**src/rtl/bxu_exec_if.sv**
```systemverilog
// bxu_exec_if: memory, decoder and byte-stream signals around the BXU execution sequencer.
interface bxu_exec_if #(
  parameter int unsigned DATA_BITWIDTH  = 8,
  parameter int unsigned CODE_BITWIDTH  = 16,
  parameter int unsigned CADDR_BITWIDTH = 10,
  parameter int unsigned DADDR_BITWIDTH = 10
);
  logic [CADDR_BITWIDTH-1:0] code_addr;
  logic                      code_rd;
  logic [CODE_BITWIDTH-1:0]  code_rdata;
  logic [DADDR_BITWIDTH-1:0] data_addr;
  logic                      data_rd;
  logic [DATA_BITWIDTH-1:0]  data_rdata;
  logic                      data_we;
  logic [DATA_BITWIDTH-1:0]  data_wdata;
  logic [CODE_BITWIDTH-1:0]  code;
  logic [DATA_BITWIDTH-1:0]  data;
  logic                      data_wr;
  logic                      io_input_ready;
  logic                      io_input_done;
  logic                      io_output_ready;
  logic                      io_output_done;
  logic [1:0]                flag_op_caddr;
  logic [1:0]                flag_op_daddr;
  logic [1:0]                flag_op_data;
  logic                      flag_op_data_wr;
  logic                      flag_op_input_done;
  logic                      flag_op_output_ready;
  logic                      in_valid;
  logic [DATA_BITWIDTH-1:0]  in_data;
  logic                      in_ack;
  logic                      out_valid;
  logic [DATA_BITWIDTH-1:0]  out_data;
  logic                      out_ack;

  // Sequencer side
  modport master (
    output code_addr, code_rd, data_addr, data_rd, data_we, data_wdata,
    output code, data, data_wr,
    output io_input_ready, io_input_done, io_output_ready, io_output_done,
    output in_ack, out_valid, out_data,
    input  code_rdata, data_rdata,
    input  flag_op_caddr, flag_op_daddr, flag_op_data, flag_op_data_wr,
    input  flag_op_input_done, flag_op_output_ready,
    input  in_valid, in_data, out_ack
  );

  // Memories, decoder and stream endpoints
  modport slave (
    input  code_addr, code_rd, data_addr, data_rd, data_we, data_wdata,
    input  code, data, data_wr,
    input  io_input_ready, io_input_done, io_output_ready, io_output_done,
    input  in_ack, out_valid, out_data,
    output code_rdata, data_rdata,
    output flag_op_caddr, flag_op_daddr, flag_op_data, flag_op_data_wr,
    output flag_op_input_done, flag_op_output_ready,
    output in_valid, in_data, out_ack
  );
endinterface

```
**src/rtl/bxu_exec.sv**
```systemverilog
// bxu_exec: fetch/load/decode/exec/writeback sequencer for the BXU core, with
// the byte-stream input/output handshakes. Optional retired-instruction
// counter is enabled by defining BXU_EXEC_PERF_EN.
module bxu_exec #(
  parameter int unsigned DATA_BITWIDTH  = 8,
  parameter int unsigned CODE_BITWIDTH  = 16,
  parameter int unsigned CADDR_BITWIDTH = 10,
  parameter int unsigned DADDR_BITWIDTH = 10
) (
  input  logic        clk,
  input  logic        rst_n,
  input  logic        run,
  output logic        busy,
  output logic [31:0] perf_retired,
  bxu_exec_if.master  bus
);
  localparam int unsigned OPND_BITWIDTH = CODE_BITWIDTH - 4;

  localparam logic [1:0] CADDR_NOP = 2'd0;
  localparam logic [1:0] CADDR_INC = 2'd1;
  localparam logic [1:0] CADDR_MOD = 2'd2;
  localparam logic [1:0] CADDR_SET = 2'd3;
  localparam logic [1:0] DADDR_MOD = 2'd1;
  localparam logic [1:0] DADDR_SET = 2'd2;
  localparam logic [1:0] DATA_MOD  = 2'd1;
  localparam logic [1:0] DATA_SET  = 2'd2;
  localparam logic [1:0] DATA_GET  = 2'd3;

  typedef enum logic [2:0] {IDLE, FETCH, LOAD, DECODE, EXEC, WB} state_t;

  state_t                    state, state_n;
  logic [CADDR_BITWIDTH-1:0] caddr, caddr_n;
  logic [DADDR_BITWIDTH-1:0] daddr, daddr_n;
  logic [CODE_BITWIDTH-1:0]  code_q, code_q_n, code_r;
  logic [DATA_BITWIDTH-1:0]  data_q, data_q_n, data_new;
  logic [DATA_BITWIDTH-1:0]  in_q, in_q_n, out_q, out_q_n;
  logic [OPND_BITWIDTH-1:0]  opnd;
  logic in_ready, in_ready_n, in_done, in_done_n;
  logic out_ready, out_ready_n, out_done, out_done_n;
  logic code_rd_r, data_rd_r, wb_r, in_ack_r, out_valid_r;

  assign opnd = code_q[CODE_BITWIDTH-1:4];

  // Next state, address/data-cell updates and handshake next values
  always_comb begin
    state_n  = state;
    caddr_n  = caddr;
    daddr_n  = daddr;
    code_q_n = code_q;
    data_q_n = data_q;
    data_new = data_q;

    case (bus.flag_op_data)
      DATA_MOD: data_new = data_q + DATA_BITWIDTH'(opnd);
      DATA_SET: data_new = DATA_BITWIDTH'(opnd);
      DATA_GET: data_new = in_q;
      default:  data_new = data_q;
    endcase

    case (state)
      IDLE:    if (run) state_n = FETCH;
      FETCH:   state_n = LOAD;
      LOAD: begin
        code_q_n = bus.code_rdata;
        state_n  = DECODE;
      end
      DECODE: begin
        data_q_n = bus.data_rdata;
        state_n  = EXEC;
      end
      EXEC: begin
        if (bus.flag_op_caddr != CADDR_NOP) begin
          case (bus.flag_op_caddr)
            CADDR_INC: caddr_n = caddr + CADDR_BITWIDTH'(1);
            CADDR_MOD: caddr_n = caddr + CADDR_BITWIDTH'($signed(opnd));
            CADDR_SET: caddr_n = CADDR_BITWIDTH'(opnd);
            default:   caddr_n = caddr;
          endcase
          case (bus.flag_op_daddr)
            DADDR_MOD: daddr_n = daddr + DADDR_BITWIDTH'($signed(opnd));
            DADDR_SET: daddr_n = DADDR_BITWIDTH'(opnd);
            default:   daddr_n = daddr;
          endcase
          if (bus.flag_op_data_wr) begin
            data_q_n = data_new;
            state_n  = WB;
          end else begin
            state_n = run ? FETCH : IDLE;
          end
        end
      end
      WB:      state_n = run ? FETCH : IDLE;
      default: state_n = IDLE;
    endcase

    // Input: ack clear has priority over capturing a new byte
    in_ready_n = in_ready;
    in_q_n     = in_q;
    in_done_n  = bus.flag_op_input_done;
    if (in_ready && in_done) begin
      in_ready_n = 1'b0;
    end else if (bus.in_valid && !in_ready && !in_done) begin
      in_ready_n = 1'b1;
      in_q_n     = bus.in_data;
    end

    // Output: latch the byte as ready rises; done holds until ready drops
    out_ready_n = bus.flag_op_output_ready;
    out_q_n     = (out_ready_n && !out_ready) ? data_q : out_q;
    out_done_n  = out_ready ? (out_done || (bus.out_ack && out_valid_r)) : 1'b0;
  end

  // State, datapath and registered outputs
  always_ff @(posedge clk or negedge rst_n) begin
    if (!rst_n) begin
      state       <= IDLE;
      caddr       <= '0;
      daddr       <= '0;
      code_q      <= '0;
      data_q      <= '0;
      in_q        <= '0;
      out_q       <= '0;
      in_ready    <= 1'b0;
      in_done     <= 1'b0;
      out_ready   <= 1'b0;
      out_done    <= 1'b0;
      busy        <= 1'b0;
      code_r      <= '0;
      code_rd_r   <= 1'b0;
      data_rd_r   <= 1'b0;
      wb_r        <= 1'b0;
      in_ack_r    <= 1'b0;
      out_valid_r <= 1'b0;
    end else begin
      state       <= state_n;
      caddr       <= caddr_n;
      daddr       <= daddr_n;
      code_q      <= code_q_n;
      data_q      <= data_q_n;
      in_q        <= in_q_n;
      out_q       <= out_q_n;
      in_ready    <= in_ready_n;
      in_done     <= in_done_n;
      out_ready   <= out_ready_n;
      out_done    <= out_done_n;
      busy        <= (state_n != IDLE);
      code_r      <= (state_n == EXEC) ? code_q_n : '0;
      code_rd_r   <= (state_n == FETCH);
      data_rd_r   <= (state_n == LOAD);
      wb_r        <= (state_n == WB);
      in_ack_r    <= in_ready_n && in_done_n;
      out_valid_r <= out_ready_n && !out_done_n;
    end
  end

  assign bus.code_addr       = caddr;
  assign bus.code_rd         = code_rd_r;
  assign bus.data_addr       = daddr;
  assign bus.data_rd         = data_rd_r;
  assign bus.data_we         = wb_r;
  assign bus.data_wdata      = data_q;
  assign bus.code            = code_r;
  assign bus.data            = data_q;
  assign bus.data_wr         = wb_r;
  assign bus.io_input_ready  = in_ready;
  assign bus.io_input_done   = in_done;
  assign bus.io_output_ready = out_ready;
  assign bus.io_output_done  = out_done;
  assign bus.in_ack          = in_ack_r;
  assign bus.out_valid       = out_valid_r;
  assign bus.out_data        = out_q;

`ifdef BXU_EXEC_PERF_EN
  logic        retire;
  logic [31:0] perf_cnt;

  assign retire = (state == EXEC) && (bus.flag_op_caddr != CADDR_NOP);

  // Retired-instruction counter, wraps at 2^32
  always_ff @(posedge clk or negedge rst_n) begin
    if (!rst_n) perf_cnt <= '0;
    else if (retire) perf_cnt <= perf_cnt + 32'd1;
  end

  assign perf_retired = perf_cnt;
`else
  assign perf_retired = 32'd0;
`endif
endmodule

```
**src/flat_wrapper.sv**
```systemverilog
// flat-port wrapper written by rule: the top's interface ports become plain ports
module bxu_exec_flat 
#(
  parameter int unsigned DATA_BITWIDTH  = 8,
  parameter int unsigned CODE_BITWIDTH  = 16,
  parameter int unsigned CADDR_BITWIDTH = 10,
  parameter int unsigned DADDR_BITWIDTH = 10
)
  (clk, rst_n, run, busy, perf_retired, bus_code_addr, bus_code_rd, bus_data_addr, bus_data_rd, bus_data_we, bus_data_wdata, bus_code, bus_data, bus_data_wr, bus_io_input_ready, bus_io_input_done, bus_io_output_ready, bus_io_output_done, bus_in_ack, bus_out_valid, bus_out_data, bus_code_rdata, bus_data_rdata, bus_flag_op_caddr, bus_flag_op_daddr, bus_flag_op_data, bus_flag_op_data_wr, bus_flag_op_input_done, bus_flag_op_output_ready, bus_in_valid, bus_in_data, bus_out_ack);
  bxu_exec_if #(.DATA_BITWIDTH(DATA_BITWIDTH), .CODE_BITWIDTH(CODE_BITWIDTH), .CADDR_BITWIDTH(CADDR_BITWIDTH), .DADDR_BITWIDTH(DADDR_BITWIDTH)) bus_i ();
  input  logic clk;
  input  logic rst_n;
  input  logic run;
  output logic busy;
  output logic [31:0] perf_retired;
  output wire logic [$bits(bus_i.code_addr)-1:0] bus_code_addr;
  output wire logic [$bits(bus_i.code_rd)-1:0] bus_code_rd;
  output wire logic [$bits(bus_i.data_addr)-1:0] bus_data_addr;
  output wire logic [$bits(bus_i.data_rd)-1:0] bus_data_rd;
  output wire logic [$bits(bus_i.data_we)-1:0] bus_data_we;
  output wire logic [$bits(bus_i.data_wdata)-1:0] bus_data_wdata;
  output wire logic [$bits(bus_i.code)-1:0] bus_code;
  output wire logic [$bits(bus_i.data)-1:0] bus_data;
  output wire logic [$bits(bus_i.data_wr)-1:0] bus_data_wr;
  output wire logic [$bits(bus_i.io_input_ready)-1:0] bus_io_input_ready;
  output wire logic [$bits(bus_i.io_input_done)-1:0] bus_io_input_done;
  output wire logic [$bits(bus_i.io_output_ready)-1:0] bus_io_output_ready;
  output wire logic [$bits(bus_i.io_output_done)-1:0] bus_io_output_done;
  output wire logic [$bits(bus_i.in_ack)-1:0] bus_in_ack;
  output wire logic [$bits(bus_i.out_valid)-1:0] bus_out_valid;
  output wire logic [$bits(bus_i.out_data)-1:0] bus_out_data;
  input wire logic [$bits(bus_i.code_rdata)-1:0] bus_code_rdata;
  input wire logic [$bits(bus_i.data_rdata)-1:0] bus_data_rdata;
  input wire logic [$bits(bus_i.flag_op_caddr)-1:0] bus_flag_op_caddr;
  input wire logic [$bits(bus_i.flag_op_daddr)-1:0] bus_flag_op_daddr;
  input wire logic [$bits(bus_i.flag_op_data)-1:0] bus_flag_op_data;
  input wire logic [$bits(bus_i.flag_op_data_wr)-1:0] bus_flag_op_data_wr;
  input wire logic [$bits(bus_i.flag_op_input_done)-1:0] bus_flag_op_input_done;
  input wire logic [$bits(bus_i.flag_op_output_ready)-1:0] bus_flag_op_output_ready;
  input wire logic [$bits(bus_i.in_valid)-1:0] bus_in_valid;
  input wire logic [$bits(bus_i.in_data)-1:0] bus_in_data;
  input wire logic [$bits(bus_i.out_ack)-1:0] bus_out_ack;
  assign bus_code_addr = bus_i.code_addr;
  assign bus_code_rd = bus_i.code_rd;
  assign bus_data_addr = bus_i.data_addr;
  assign bus_data_rd = bus_i.data_rd;
  assign bus_data_we = bus_i.data_we;
  assign bus_data_wdata = bus_i.data_wdata;
  assign bus_code = bus_i.code;
  assign bus_data = bus_i.data;
  assign bus_data_wr = bus_i.data_wr;
  assign bus_io_input_ready = bus_i.io_input_ready;
  assign bus_io_input_done = bus_i.io_input_done;
  assign bus_io_output_ready = bus_i.io_output_ready;
  assign bus_io_output_done = bus_i.io_output_done;
  assign bus_in_ack = bus_i.in_ack;
  assign bus_out_valid = bus_i.out_valid;
  assign bus_out_data = bus_i.out_data;
  assign bus_i.code_rdata = bus_code_rdata;
  assign bus_i.data_rdata = bus_data_rdata;
  assign bus_i.flag_op_caddr = bus_flag_op_caddr;
  assign bus_i.flag_op_daddr = bus_flag_op_daddr;
  assign bus_i.flag_op_data = bus_flag_op_data;
  assign bus_i.flag_op_data_wr = bus_flag_op_data_wr;
  assign bus_i.flag_op_input_done = bus_flag_op_input_done;
  assign bus_i.flag_op_output_ready = bus_flag_op_output_ready;
  assign bus_i.in_valid = bus_in_valid;
  assign bus_i.in_data = bus_in_data;
  assign bus_i.out_ack = bus_out_ack;
  bxu_exec #(.DATA_BITWIDTH(DATA_BITWIDTH), .CODE_BITWIDTH(CODE_BITWIDTH), .CADDR_BITWIDTH(CADDR_BITWIDTH), .DADDR_BITWIDTH(DADDR_BITWIDTH)) u_core (.clk(clk), .rst_n(rst_n), .run(run), .busy(busy), .perf_retired(perf_retired), .bus(bus_i));
endmodule
```
**config.mk**
```make
export PLATFORM = sky130hd
export DESIGN_NAME = bxu_exec_flat
export DESIGN_NICKNAME = d
export VERILOG_FILES = /design/src/rtl/bxu_exec_if.sv /design/src/rtl/bxu_exec.sv /design/src/flat_wrapper.sv
export SDC_FILE = /design/constraint.sdc
export NUM_CORES = 1
export LEC_CHECK = 0
export CAP_MARGIN = 0
export CORE_ASPECT_RATIO = 1.2
export CORE_MARGIN = 3
export CORE_UTILIZATION = 44
export DETAILED_ROUTE_END_ITERATION = 10
export GPL_TIMING_DRIVEN = 0
export PLACE_DENSITY = 0.78
export SLEW_MARGIN = 20
export SYNTH_ARGS = -nofsm -noshare
export SYNTH_HDL_FRONTEND = slang
export SYNTH_SLANG_ARGS = --single-unit
```
**constraint.sdc**
```tcl
create_clock -name clk -period 2.18 [get_ports clk]
set_clock_uncertainty 0.15 [all_clocks]
set_input_delay 0.327 -clock clk [delete_from_list [all_inputs] [get_ports clk]]
set_output_delay 0.327 -clock clk [all_outputs]
set_load 0.05 [all_outputs]
```
==> qor.tcl, run 1 <==
set qor(timing.fmax_mhz) 418.6
set qor(tightestPinTransition_ns) 0.6152
set qor(drt_pre_antenna_iters) 4
set qor(ir_worst_vdd_v) 0.0008080
set qor(hold_viol) 0
set qor(area_growth_pct) 46.60
set qor(clock_tree.htree_level_count) 3
set qor(failing_checks) {negative setup slack}
set qor(globalRouteMet3Util) 0.03196
set qor(portBuffers) 116
set qor(top_usage_layer) {met2}
set qor(finalNetCount) 780
set qor(cp.required_ns) 2.24
set qor(critical_path.max_fanout) 3
set qor(initialDrtViolationCount) 224
set qor(synth_top_flop_cell) {sky130_fd_sc_hd__dfrtp_1}
set qor(setup.worst_path.end_class) {flip-flop}
set qor(worst_r2r_endpoint) {u_core.bus.code_addr[9]}
set qor(grt_antenna_before_repair) 0
set qor(floorplan.initialDensity) 0.4610
set qor(cts.clk_slew.worst_paths_ns) 0.07
set qor(worst_setup_path_start_kind) {flip-flop}
set qor(cts_root_buffer) {sky130_fd_sc_hd__clkbuf_16}
set qor(max_cap_viol_count) 0
set qor(synth_largest_area_cell) {sky130_fd_sc_hd__dfrtp_1}
set qor(clock_latency_on_the_worst_skew_pair_ns) 0.34
set qor(cts_inserted_buffers) 9
set qor(synthesis.area_per_instance_sq_um) 10.11
set qor(class_of_the_tightest_hold_or_removal_check) {in -> reg}
set qor(weighted_congestion_reported_at_the_end_of_routability_driven_placement) 0.8426
set qor(slew_headroom) 0.5880
set qor(n_diodes) 0
set qor(worstRegToRegCells) 9
set qor(whs_endpoint) {u_core.bus.data_we}
set qor(setup.reg_to_reg.worst_slack_ns) -0.21
set qor(final_wirelength_um) 14620
set qor(cts_tree) {done}
set qor(postLayoutSetupSlackWorst_ns) -0.2089
set qor(final-max-slew-violation-count) 0
set qor(netlist_top_cells_area) {sky130_fd_sc_hd__dfrtp_1 (43%), sky130_fd_sc_hd__mux2_2 (6.9%), sky130_fd_sc_hd__ha_1 (6.7%), sky130_fd_sc_hd__buf_4 (6.1%), sky130_fd_sc_hd__o21ai_0 (3.7%)}
set qor(setup.worst_path.class) {reg -> reg}
set qor(ys_seq_area_frac) 0.4276
set qor(timing.critical_path.arrival_ns) 2.45
set qor(first_pass_grt_wire_length_um) 22540
set qor(finalCoreUtilization) 0.6759
set qor(net-switching-power_uw) 5698
set qor(min_path_cells) 3
set qor(gr-usage-met1) 0.2588
set qor(ios) 149
set qor(vias_in_the_first_global_route) 4449
set qor(yosys.area.top_type_share) 0.4276
set qor(synth.distinct_cells) 58
set qor(power.internal_uw) 6364
set qor(clkPwrFrac) 0.132
set qor(drive_gt1_frac) 0.2825
set qor(static-leakage-power_uw) 0.003474
set qor(numClockSinks) 89
set qor(grt_start_max_net_pins) 49
set qor(setup_violations) 8
set qor(wl_per_cell_um) 16.96
set qor(rr_startpoint) {u_core.code_q[5]}
set qor(die_x_um) 105.3
set qor(p_seq_frac) 0.246
set qor(route.antenna.remaining_nets) 0
set qor(min_clock_period_post_route_ns) 2.389
set qor(drt-vias-per-instance) 5.155
set qor(design_area_sq_um) 7636
set qor(fp-row-count) 42
set qor(dieArea_sq_um) 13180
set qor(post-dp-hpwl_um) 10080
set qor(sequential_cell_area_sq_um) 2241
set qor(gr-total-overflow) 0
set qor(multi_input_comb_area_sq_um) 2994
set qor(ys.warnings.count) 0
set qor(synth.cell_area_sq_um) 5209
set qor(grtUsageTotal) 0.2155
set qor(buffers_from_clock_root_to_sink_at_most) 2
set qor(report.power.total_uw) 12060
set qor(synth_cells) 515
set qor(synth-edff-count) 0
set qor(comb_power_share) 0.623
set qor(place_area_sq_um) 6829
set qor(drc_errors) 0
set qor(outcome) {complete, but fails checks}
set qor(total_number_of_vias) 4444
set qor(power_density_nw_per_um2) 1580
set qor(power_switching_share) 0.4724
set qor(hold_path.startpoint) {bus_flag_op_caddr[0]}
set qor(dpl_worst_slack_ns) -1.159
set qor(global_route.usage.met2) 0.3893
set qor(area_of_the_core_region_sq_um) 11300
set qor(timing.hold.ws_ns) 0.2049
set qor(rsz_0062_raised_after_global_routing) {yes}
set qor(post_route_fraction_of_the_period_consumed_by_the_critical_path) 1.096
set qor(fp.dieH_um) 125.2
set qor(post_synthesis_register_bit_count) 89
set qor(async_flop_share) 1.000
set qor(fillers) 872
-- layout make-up --
type	instances	area share
multi-input combinational	384	0.3921
inverter	15	0.007373
sequential	89	0.2935
buffer	58	0.05538
clock buffer	10	0.03130
clock inverter	6	0.008520
tap	154	0.02523
timing repair buffer	146	0.1866
-- worst max-delay path by stage --
stage                               startpoint  slack [ns]                 endpoint
final                         u_core.code_q[5]       -0.21  u_core.bus.code_addr[9]
after global routing          u_core.code_q[5]       -0.26  u_core.bus.code_addr[9]
after CTS                     u_core.code_q[8]       -0.18  u_core.bus.code_addr[9]
after detailed placement  bus_flag_op_caddr[1]       -1.16  u_core.bus.code_addr[8]
after global placement                   rst_n       -2.90       u_core.bus.data[0]
after floorplan           bus_flag_op_caddr[0]       -0.21  u_core.bus.code_addr[8]
-- placed cells by master, fill, tap and decap left out, drive strengths merged, types with 4 or more instances in the layout --
cell type | Yosys | routed
dfrtp | 89 | 89
nand3 | 9 | 9
nand2 | 36 | 36
nand2b | 6 | 6
clkdlybuf4s50 | 0 | 103
inv | 15 | 16
o31ai | 4 | 4
buf | 49 | 81
xnor2 | 10 | 10
mux2 | 32 | 32
a22oi | 4 | 4
ha | 28 | 28
nor4 | 4 | 4
dlymetal6s2s | 0 | 7
a211oi | 5 | 5
a21oi | 25 | 25
o21ai | 43 | 43
conb | 1 | 32
or2 | 4 | 4
and2 | 11 | 11
mux2i | 16 | 16
nor2b | 27 | 28
nor2 | 28 | 28
nor3 | 7 | 7
nor3b | 5 | 5
o21a | 5 | 5
a21o | 5 | 5
and3 | 4 | 4
clkbuf | 10 | 19
-- critical path, stage by stage, from the launching register on --
cell and delay [ns]:
sky130_fd_sc_hd__dfrtp_2 0.44, sky130_fd_sc_hd__and2_4 0.16, sky130_fd_sc_hd__ha_4 0.22, sky130_fd_sc_hd__a211oi_4 0.27, sky130_fd_sc_hd__o21ai_2 0.14, sky130_fd_sc_hd__a2111oi_4 0.42, sky130_fd_sc_hd__buf_4 0.18, sky130_fd_sc_hd__a41oi_2 0.04
sky130_fd_sc_hd__o221ai_2 0.17, sky130_fd_sc_hd__a31oi_1 0.07
-- synth_stat cells (11+ instances only) --
cell type / instances
sky130_fd_sc_hd__nor2_1: 28
sky130_fd_sc_hd__mux2i_1: 16
sky130_fd_sc_hd__nor2b_1: 27
sky130_fd_sc_hd__a21oi_1: 25
sky130_fd_sc_hd__ha_1: 28
sky130_fd_sc_hd__nand2_1: 36
sky130_fd_sc_hd__o21ai_0: 39
sky130_fd_sc_hd__inv_1: 15
sky130_fd_sc_hd__and2_1: 11
sky130_fd_sc_hd__dfrtp_1: 89
sky130_fd_sc_hd__buf_4: 42
sky130_fd_sc_hd__mux2_2: 32
-- metal layers --
| layer | vias up | share of wire |
|---|---|---|
| li1 | 2123 | - |
| met4 | 0 | 0.024 |
| met2 | 134 | 0.53 |
| met5 | - | 0 |
| met3 | 24 | 0.053 |
| met1 | 2163 | 0.40 |
-- through the flow --
stage          instances  setup TNS [ns]
2_1_floorplan        546         -0.4137
3_3_place_gp         816         -239.03
3_5_place_dp         817          -10.72
4_1_cts              854         -0.6904
5_1_grt              862          -1.649
6_report             862         -0.9136
-- cell families after synthesis --
logic type / Yosys count / synth area share
mux: 48 / 0.09993
xor+xnor: 12 / 0.02018
other cells: 1 / 0.0007199
buf+inv: 74 / 0.08623
simple gates: 143 / 0.1434
fa+ha+maj: 31 / 0.07879
flops: 89 / 0.4276
compound gates: 117 / 0.1432
-- registers in the layout (all words and copies together) (netlist names) --
signal                      cells
u_core.bus.io_input_ready       1
u_core.state                    3
u_core.code_q                  16
u_core.busy                     1
u_core.bus.out_valid            1
u_core.bus.data_we              1
u_core.bus.code                16
u_core.bus.in_ack               1
u_core.bus.io_output_ready      1
u_core.in_q                     8
u_core.bus.data_rd              1
u_core.bus.data_addr           10
u_core.bus.io_input_done        1
u_core.bus.code_rd              1
u_core.bus.io_output_done       1
u_core.bus.data                 8
u_core.bus.code_addr           10
u_core.bus.out_data             8
-- power groups by stage --
| stage | Sequential [uW] | Combinational, uW | Clock [uW] |
|---|---|---|---|
| floorplan | 4240 | 3390 | 0 |
| global placement | 3000 | 6360 | 0 |
| detailed placement | 3040 | 6570 | 0 |
| CTS | 2940 | 7100 | 1620 |
| global route | 3040 | 8020 | 1680 |
| finish | 2960 | 7510 | 1590 |
-- timing repair --
item / 4_1_cts / 5_1_grt
buffers inserted: 20 / 9
gates resized for setup: 42 / 39
hold endpoints to repair: 41 / 0
pin swaps: 16 / 21
cloned: 1 / 0
hold buffers: 1 / 0
setup endpoints to repair: 30 / 31
Power figures use the tool's default switching activity.
==> run 2, diff against run 1 <==
CTS_BUF_LIST = sky130_fd_sc_hd__clkbuf_4 sky130_fd_sc_hd__clkbuf_8 sky130_fd_sc_hd__clkbuf_16   (was default)
==> results of run 2 <==
The final DEF is identical to that of run 1; final timing and power are the same.
==> run 3, diff against run 2 <==
CAP_MARGIN = 20   (was 0)
==> results of run 3 <==
The final DEF is identical to that of run 1; final timing and power are the same.
